<file path="src/rtl/tl_inflight_monitor.sv">
// rtl/tl_inflight_monitor.sv - passive TL-UL A/D in-flight tracker and protocol checker
// Define TL_MON_STABLE_CHECK_EN to add the valid/payload hold-stability check (error 9).
module tl_inflight_monitor #(
  parameter int SOURCE_BITS    = 4,
  parameter int SIZE_BITS      = 4,
  parameter int ADDR_BITS      = 30,
  parameter int BEAT_LOG2      = 3,
  parameter int TIMEOUT_CYCLES = 1024
) (
  input  logic                   i_clock,
  input  logic                   i_reset,
  input  logic                   i_a_valid,
  input  logic                   i_a_ready,
  input  logic [2:0]             i_a_opcode,
  input  logic [SIZE_BITS-1:0]   i_a_size,
  input  logic [SOURCE_BITS-1:0] i_a_source,
  input  logic [ADDR_BITS-1:0]   i_a_address,
  input  logic                   i_d_valid,
  input  logic                   i_d_ready,
  input  logic [2:0]             i_d_opcode,
  input  logic [SIZE_BITS-1:0]   i_d_size,
  input  logic [SOURCE_BITS-1:0] i_d_source,
  output logic                   o_err_valid,
  output logic [3:0]             o_err_code,
  output logic [SOURCE_BITS-1:0] o_err_source,
  output logic [15:0]            o_err_count,
  output logic [SOURCE_BITS:0]   o_inflight_count
);
  localparam int ENTRIES = 1 << SOURCE_BITS;
  localparam int CNT_W   = 1 << SIZE_BITS;

  function automatic logic [CNT_W-1:0] f_beats(input logic [SIZE_BITS-1:0] size);
    if (int'(size) > BEAT_LOG2) return CNT_W'(1) << (int'(size) - BEAT_LOG2);
    return CNT_W'(1);
  endfunction

  logic [ENTRIES-1:0]     r_busy, w_busy_next;
  logic [SIZE_BITS-1:0]   r_tbl_size [ENTRIES];
  logic [1:0]             r_tbl_op [ENTRIES];
  logic [CNT_W-1:0]       r_a_left, r_d_left, w_a_beats, w_d_beats;
  logic [2:0]             r_a_op, r_d_op;
  logic [SIZE_BITS-1:0]   r_a_size, r_d_size;
  logic [SOURCE_BITS-1:0] r_a_src, r_d_src, w_d_rel_src, w_src, w_stab_src;
  logic [ADDR_BITS-1:0]   r_a_addr, w_align_mask;
  logic [31:0]            r_wd;
  logic [SOURCE_BITS:0]   w_count_next;
  logic [1:0]             w_a_exp_op;
  logic [3:0]             w_code;
  logic w_a_fire, w_d_fire, w_a_first, w_d_first, w_a_last, w_d_last;
  logic w_a_alloc, w_d_release, w_d_hit, w_wd_run, w_wd_hit, w_stab_err, w_err;
  logic w_e1, w_e2, w_e3, w_e4, w_e5, w_e6, w_e8;

  assign w_a_fire     = i_a_valid & i_a_ready;
  assign w_d_fire     = i_d_valid & i_d_ready;
  assign w_a_beats    = (i_a_opcode <= 3'd3) ? f_beats(i_a_size) : CNT_W'(1);
  assign w_d_beats    = (i_d_opcode == 3'd1) ? f_beats(i_d_size) : CNT_W'(1);
  // r_*_left holds beats still owed after the current one; zero means the next beat is a first beat
  assign w_a_first    = (r_a_left == '0);
  assign w_d_first    = (r_d_left == '0);
  assign w_a_last     = w_a_first ? (w_a_beats == CNT_W'(1)) : (r_a_left == CNT_W'(1));
  assign w_d_last     = w_d_first ? (w_d_beats == CNT_W'(1)) : (r_d_left == CNT_W'(1));
  assign w_a_alloc    = w_a_fire & w_a_first;
  assign w_d_release  = w_d_fire & w_d_last;
  assign w_d_rel_src  = w_d_first ? i_d_source : r_d_src;
  assign w_align_mask = ~({ADDR_BITS{1'b1}} << i_a_size);

  always_comb begin
    case (i_a_opcode)
      3'd0, 3'd1: w_a_exp_op = 2'd0;
      3'd5:       w_a_exp_op = 2'd2;
      default:    w_a_exp_op = 2'd1;
    endcase
  end

  always_comb begin
    w_busy_next = r_busy;
    if (w_d_release) w_busy_next[w_d_rel_src] = 1'b0;
    if (w_a_alloc)   w_busy_next[i_a_source]  = 1'b1;
    w_count_next = '0;
    for (int i = 0; i < ENTRIES; i++)
      w_count_next = w_count_next + (SOURCE_BITS+1)'(w_busy_next[i]);
  end

  assign w_d_hit = r_busy[i_d_source];
  assign w_e1 = w_a_alloc && r_busy[i_a_source] && !(w_d_release && (w_d_rel_src == i_a_source));
  assign w_e2 = w_d_fire && !w_d_hit;
  assign w_e3 = w_d_fire && w_d_hit && (i_d_opcode != {1'b0, r_tbl_op[i_d_source]});
  assign w_e4 = w_d_fire && w_d_hit && (i_d_size != r_tbl_size[i_d_source]);
  assign w_e5 = w_a_fire && !w_a_first && ((i_a_opcode != r_a_op) || (i_a_size != r_a_size) ||
                                           (i_a_source != r_a_src) || (i_a_address != r_a_addr));
  assign w_e6 = w_d_fire && !w_d_first && ((i_d_opcode != r_d_op) || (i_d_size != r_d_size) ||
                                           (i_d_source != r_d_src));
  assign w_e8 = w_a_fire && ((i_a_address & w_align_mask) != '0);

  assign w_wd_run = (TIMEOUT_CYCLES != 0) && !w_d_fire && (o_inflight_count != '0);
  assign w_wd_hit = w_wd_run && (r_wd == 32'(TIMEOUT_CYCLES - 1));

`ifdef TL_MON_STABLE_CHECK_EN
  logic                   r_a_stall, r_d_stall;
  logic [2:0]             r_sa_op, r_sd_op;
  logic [SIZE_BITS-1:0]   r_sa_size, r_sd_size;
  logic [SOURCE_BITS-1:0] r_sa_src, r_sd_src;
  logic [ADDR_BITS-1:0]   r_sa_addr;
  logic                   w_a_unstable, w_d_unstable;

  always_ff @(posedge i_clock) begin
    if (i_reset) begin
      r_a_stall <= 1'b0;
      r_d_stall <= 1'b0;
    end else begin
      r_a_stall <= i_a_valid & ~i_a_ready;
      r_d_stall <= i_d_valid & ~i_d_ready;
    end
    r_sa_op   <= i_a_opcode;
    r_sa_size <= i_a_size;
    r_sa_src  <= i_a_source;
    r_sa_addr <= i_a_address;
    r_sd_op   <= i_d_opcode;
    r_sd_size <= i_d_size;
    r_sd_src  <= i_d_source;
  end

  assign w_a_unstable = r_a_stall && (!i_a_valid || (i_a_opcode != r_sa_op) || (i_a_size != r_sa_size) ||
                                      (i_a_source != r_sa_src) || (i_a_address != r_sa_addr));
  assign w_d_unstable = r_d_stall && (!i_d_valid || (i_d_opcode != r_sd_op) || (i_d_size != r_sd_size) ||
                                      (i_d_source != r_sd_src));
  assign w_stab_err   = w_a_unstable | w_d_unstable;
  assign w_stab_src   = w_a_unstable ? r_sa_src : r_sd_src;
`else
  assign w_stab_err = 1'b0;
  assign w_stab_src = '0;
`endif

  always_comb begin
    w_err  = 1'b1;
    w_code = 4'd0;
    w_src  = '0;
    if      (w_e1)       begin w_code = 4'd1; w_src = i_a_source; end
    else if (w_e2)       begin w_code = 4'd2; w_src = i_d_source; end
    else if (w_e3)       begin w_code = 4'd3; w_src = i_d_source; end
    else if (w_e4)       begin w_code = 4'd4; w_src = i_d_source; end
    else if (w_e5)       begin w_code = 4'd5; w_src = i_a_source; end
    else if (w_e6)       begin w_code = 4'd6; w_src = i_d_source; end
    else if (w_wd_hit)   begin w_code = 4'd7; end
    else if (w_e8)       begin w_code = 4'd8; w_src = i_a_source; end
    else if (w_stab_err) begin w_code = 4'd9; w_src = w_stab_src; end
    else                 w_err = 1'b0;
  end

  always_ff @(posedge i_clock) begin
    if (!i_reset && w_a_alloc) begin
      r_tbl_size[i_a_source] <= i_a_size;
      r_tbl_op[i_a_source]   <= w_a_exp_op;
    end
  end

  always_ff @(posedge i_clock) begin
    if (i_reset) begin
      r_busy           <= '0;
      r_a_left         <= '0;
      r_d_left         <= '0;
      r_a_op           <= '0;
      r_a_size         <= '0;
      r_a_src          <= '0;
      r_a_addr         <= '0;
      r_d_op           <= '0;
      r_d_size         <= '0;
      r_d_src          <= '0;
      r_wd             <= '0;
      o_err_valid      <= 1'b0;
      o_err_code       <= '0;
      o_err_source     <= '0;
      o_err_count      <= '0;
      o_inflight_count <= '0;
    end else begin
      r_busy           <= w_busy_next;
      o_inflight_count <= w_count_next;
      if (w_a_fire) begin
        if (w_a_first) begin
          r_a_left <= w_a_beats - CNT_W'(1);
          r_a_op   <= i_a_opcode;
          r_a_size <= i_a_size;
          r_a_src  <= i_a_source;
          r_a_addr <= i_a_address;
        end else begin
          r_a_left <= r_a_left - CNT_W'(1);
        end
      end
      if (w_d_fire) begin
        if (w_d_first) begin
          r_d_left <= w_d_beats - CNT_W'(1);
          r_d_op   <= i_d_opcode;
          r_d_size <= i_d_size;
          r_d_src  <= i_d_source;
        end else begin
          r_d_left <= r_d_left - CNT_W'(1);
        end
      end
      r_wd        <= (w_wd_run && !w_wd_hit) ? r_wd + 32'd1 : 32'd0;
      o_err_valid <= w_err;
      if (w_err) begin
        o_err_code   <= w_code;
        o_err_source <= w_src;
        if (o_err_count != 16'hFFFF) o_err_count <= o_err_count + 16'd1;
      end
    end
  end
endmodule

</file>
<file path="config.mk">
export PLATFORM = sky130hd
export DESIGN_NAME = tl_inflight_monitor
export DESIGN_NICKNAME = d
export VERILOG_FILES = /design/src/rtl/tl_inflight_monitor.sv
export SDC_FILE = /design/constraint.sdc
export NUM_CORES = 1
export LEC_CHECK = 0
export BUFFER_PORTS_ARGS = -buffer_cell sky130_fd_sc_hd__buf_4
export CORE_UTILIZATION = 60
export CTS_BUF_LIST = sky130_fd_sc_hd__clkbuf_8
export CTS_CLUSTER_SIZE = 16
export DETAILED_ROUTE_END_ITERATION = 8
export GPL_TIMING_DRIVEN = 0
export PLACE_DENSITY_LB_ADDON = 0.08
export SLEW_MARGIN = 20
export SYNTH_ARGS = -nofsm -noshare
export SYNTH_HDL_FRONTEND = slang
export SYNTH_SLANG_ARGS = --single-unit
</file>
<file path="constraint.sdc">
create_clock -name i_clock -period 6.75 [get_ports i_clock]
set_input_delay 0.675 -clock i_clock [delete_from_list [all_inputs] [get_ports i_clock]]
set_output_delay 0.675 -clock i_clock [all_outputs]
set_load 0.01 [all_outputs]
</file>
==> run summary <==
- finished, final reports clean — status
- 1543 — Post-Syn Nets
- register — Setup crit end kind
- 10 — largest fanout of any net on the critical path
- 0 — number of violations of the max-capacitance limit
- 94.5% — fraction of the cycle the final worst path needs
- 0.157 GHz — maximum operating frequency
- 1 — antenna violations before repair
- 23.5% — area share of the largest cell type after synthesis
- 2 — number of H-tree branching levels
- 6.38 ns — final worst path period need
- 0 — final number of max-transition violations
- sky130_fd_sc_hd__nand2_1 — most common library cell in the layout ignoring fill and taps
- 21.4% — share of synthesized cell area in and, or, nand and nor gates
- 0 — ANT nets after route
- 0.0226 mm2 — placeable core region
- 26900 um — half-perimeter wire length of the detailed placement result
- 1843 — number of fillers in the final layout
- 0.0236 mm2 — full die area
- 0.0138 mm2 — post-synthesis cell area
- 59000 um — global-route wire length before repair
- sky130_fd_sc_hd__dfxtp_1 — Synth Flop Type
- 3.08% — adder-cell share of the synthesized area
- 281 mW/mm2 — PD cells
- 44 — total clock buffers created by CTS
- in2reg — class of the most critical setup path
- 1457 — Syn Inst Count
- 0.185 mV — peak supply drop
- 7.92% — share of cell area taken by muxes after synthesis
- 0.06 ns — clock-pin slew on the worst setup and hold paths
- 88 — io pins
- 1021 — violation count after the first detailed-routing iteration
- 78 — number of buffers inserted by port buffering
- false — unrepaired setup endpoints after global routing
- 23.0% — worst-case headroom to the max-slew limit
- 0 — DRC violations left
- 5 — Initial DRT Pass Iterations
- 1668 — fin nets
- 31.6% — Total GRT Usage
- 1901 — non-filler instance count after layout
- 7.17 ns — required time worst endpoint
- 12.9% — Synth Area in Compound Gates
- 168 x sky130_fd_sc_hd__nand2_1, 162 x sky130_fd_sc_hd__dfxtp_1, 112 x sky130_fd_sc_hd__nor2_1, 111 x sky130_fd_sc_hd__a21oi_1, 96 x sky130_fd_sc_hd__edfxtp_1 — top library cells by usage in the layout, fill and taps aside
- 96 — EDFF count, synth
- 19.4 um — mean routed wirelength per cell
- input pin — Critical Path Source Type
- simple AND/OR/NAND/NOR gates — largest family of logic cells by synthesized area
- 0.00613 mm2 — total area of sequential cells
- 11.6k — count of vias placed by the detailed router
- 13.3% — layout overhead on the synthesized area
- done — clock tree from TritonCTS
- 1.15 ns — transition at the pin with the smallest max-transition slack
- 0 — Hold Violations, Final
- 154 um — x dimension of the die
- 14.6% — share of layout cells above drive strength 1
- 22 — maximum number of pins on one net before global-route repair
- 0 — setup violation total in the final timing report
- 1820 — number of instances in the placed design
- 258 — #FFs+latches synth
- 0 — number of synthesis warnings
- 0.0351 ns — final clock skew
- 3 — clock buffer depth
- in2reg — Min-Delay Path Class
- 0.930 — routability cong.
- 11.2k — number of global-route vias before repair
- 0 — overflow left after global routing
- 76 — number of different library cells in the post-synthesis netlist
- 0% — post-synthesis async set-or-reset flop share
- 258 — number of sinks handled by clock tree synthesis
- 0.00582 uW — leakage power
- 154 um — Die H
- 6.80 ns — data arrival time at the worst-slack endpoint
- 6.12 — routed vias/inst
- sky130_fd_sc_hd__clkbuf_8 — clk root buf
- 6.54% — xor and xnor fraction of the mapped netlist area
- 0.00720 mm2 — combined area of the multi-input logic cells
- 61.1% — initial cell density of the core
- 4400 uW — total design power
- 9.47 um2 — Mapped Avg Cell Area
- 36800 um — final WL
- 0.376 ns — hold slack final
- sky130_fd_sc_hd__dfxtp_1 24%, sky130_fd_sc_hd__edfxtp_1 21%, sky130_fd_sc_hd__nand2_1 4.6% — leading cell types by total area after synthesis
- sky130_fd_sc_hd__dfxtp_1 — leading area contributor after synthesis
- 55 — Std-Cell Rows
- 44.4% — sequential area share after synthesis
- 0.57 ns — Clock Latency Late Sink
cells by family after synthesis:
| family | count (synthesis) |
|---|---|
| AND/OR/NAND/NOR | 584 |
| AO/OA/AOI/OAI | 284 |
| flip-flops | 258 |
| buffers and inverters | 120 |
| XOR/XNOR | 103 |
| multiplexers | 80 |
| adder cells (fa/ha/maj) | 28 |
path summary, 6_finish.rpt:
kind / startpoint / to / slack, ns / cells past startpoint
worst max-delay path: i_d_size[0] / o_inflight_count[2]$_SDFF_PP0_ / 0.37 / 23
worst min register to register: r_a_addr[13]$_SDFFE_PP0P_ / r_a_addr[13]$_SDFFE_PP0P_ / 0.46 / 2
worst min-delay path: i_a_address[23] / r_a_addr[23]$_SDFFE_PP0P_ / 0.38 / 3
worst max register to register: r_a_left[9]$_SDFFE_PP0P_ / o_inflight_count[2]$_SDFF_PP0_ / 0.94 / 15
power by group:
group          internal [uW]  switching [uW]
Clock                    717             628
Sequential              1720            95.1
Combinational            460             780
synth_stat cells (6+ instances only):
cell and n:
sky130_fd_sc_hd__a22oi_1 17, sky130_fd_sc_hd__nand2b_1 21, sky130_fd_sc_hd__nor2b_1 44, sky130_fd_sc_hd__fa_1 10, sky130_fd_sc_hd__a21o_1 7, sky130_fd_sc_hd__nand3b_1 6
sky130_fd_sc_hd__buf_2 13, sky130_fd_sc_hd__inv_1 36, sky130_fd_sc_hd__or4_1 10, sky130_fd_sc_hd__clkbuf_1 62, sky130_fd_sc_hd__nor3_1 47, sky130_fd_sc_hd__mux2_2 16
sky130_fd_sc_hd__a211oi_1 8, sky130_fd_sc_hd__dfxtp_1 162, sky130_fd_sc_hd__nor2_1 112, sky130_fd_sc_hd__a41oi_1 9, sky130_fd_sc_hd__nand3_1 52, sky130_fd_sc_hd__xnor2_1 32
sky130_fd_sc_hd__or3_1 15, sky130_fd_sc_hd__xor2_1 71, sky130_fd_sc_hd__a21oi_1 111, sky130_fd_sc_hd__mux4_2 21, sky130_fd_sc_hd__and2_1 15, sky130_fd_sc_hd__mux2i_1 39
sky130_fd_sc_hd__nor4_1 27, sky130_fd_sc_hd__o21ai_0 57, sky130_fd_sc_hd__a311oi_1 6, sky130_fd_sc_hd__o211ai_1 7, sky130_fd_sc_hd__nand4_1 17, sky130_fd_sc_hd__a31oi_1 14
sky130_fd_sc_hd__or2_2 12, sky130_fd_sc_hd__and3_1 13, sky130_fd_sc_hd__buf_4 6, sky130_fd_sc_hd__edfxtp_1 96, sky130_fd_sc_hd__nand2_1 168, sky130_fd_sc_hd__ha_1 18
critical path, cell delays in order:
cell and delay (ns):
sky130_fd_sc_hd__buf_4 0.11, sky130_fd_sc_hd__ha_1 0.33, sky130_fd_sc_hd__clkbuf_2 0.22, sky130_fd_sc_hd__nor3b_1 0.21
sky130_fd_sc_hd__a2bb2oi_1 0.09, sky130_fd_sc_hd__o211ai_1 0.38, sky130_fd_sc_hd__ha_1 0.23, sky130_fd_sc_hd__mux2_2 0.15
sky130_fd_sc_hd__nand3_1 0.11, sky130_fd_sc_hd__or4_4 0.56, sky130_fd_sc_hd__or2_2 0.34, sky130_fd_sc_hd__o21ai_0 0.18
sky130_fd_sc_hd__o21ai_0 0.18, sky130_fd_sc_hd__fa_1 0.58, sky130_fd_sc_hd__inv_1 0.07, sky130_fd_sc_hd__fa_1 0.48
sky130_fd_sc_hd__fa_1 0.52, sky130_fd_sc_hd__inv_1 0.05, sky130_fd_sc_hd__fa_1 0.44, sky130_fd_sc_hd__ha_1 0.23
sky130_fd_sc_hd__fa_1 0.41, sky130_fd_sc_hd__xnor2_1 0.20, sky130_fd_sc_hd__nor2_1 0.07
area by class of cell:
cell class              instances  area share, %
flip-flops and latches        258           39.2
well taps                     285           2.28
inverters                      36          0.864
plain buffers                  84           2.42
clock inverters                29          0.992
diodes                          1         0.0160
multi-input cells            1079           46.1
repair buffers                 79           3.79
clock buffers                  50           4.40
flip-flops by register name (all words and copies together), names as in the netlist, 4 cells and up:
register          flops
r_d_src               4
r_a_addr             30
r_a_size              4
o_err_code            4
o_err_source          4
r_busy               16
r_a_left             16
r_tbl_op             32
r_wd                 32
o_inflight_count      5
r_d_left             16
r_tbl_size           64
r_a_src               4
r_d_size              4
o_err_count          16
timing repair:
action	4_1_cts	5_1_grt
buffers inserted	0	1
setup endpoints to repair	0	4
endpoints found under the hold margin	0	0
gates resized for setup	0	3
hold buffers	0	0
layer usage:
metal,track usage [%],vias to the layer above,part of all wire [%]
met5,0,-,0
met3,4.34,84,6.9
met2,51.7,455,47
li1,-,5533,-
met1,42.6,5568,43
met4,12.8,0,3.3
stage by stage:
step	TNS, ns	area, um2	setup slack (ns)	utilization (%)
6_report	0	15600	0.370	69.3
5_1_grt	0	15600	0.0408	69.3
4_1_cts	0	15600	0.275	69.1
3_5_place_dp	-0.847	14700	-0.254	65.3
3_3_place_gp	-0.814	14700	-0.235	65.3
2_1_floorplan	0	13800	0.588	-
(Power assumes the default switching activity.)
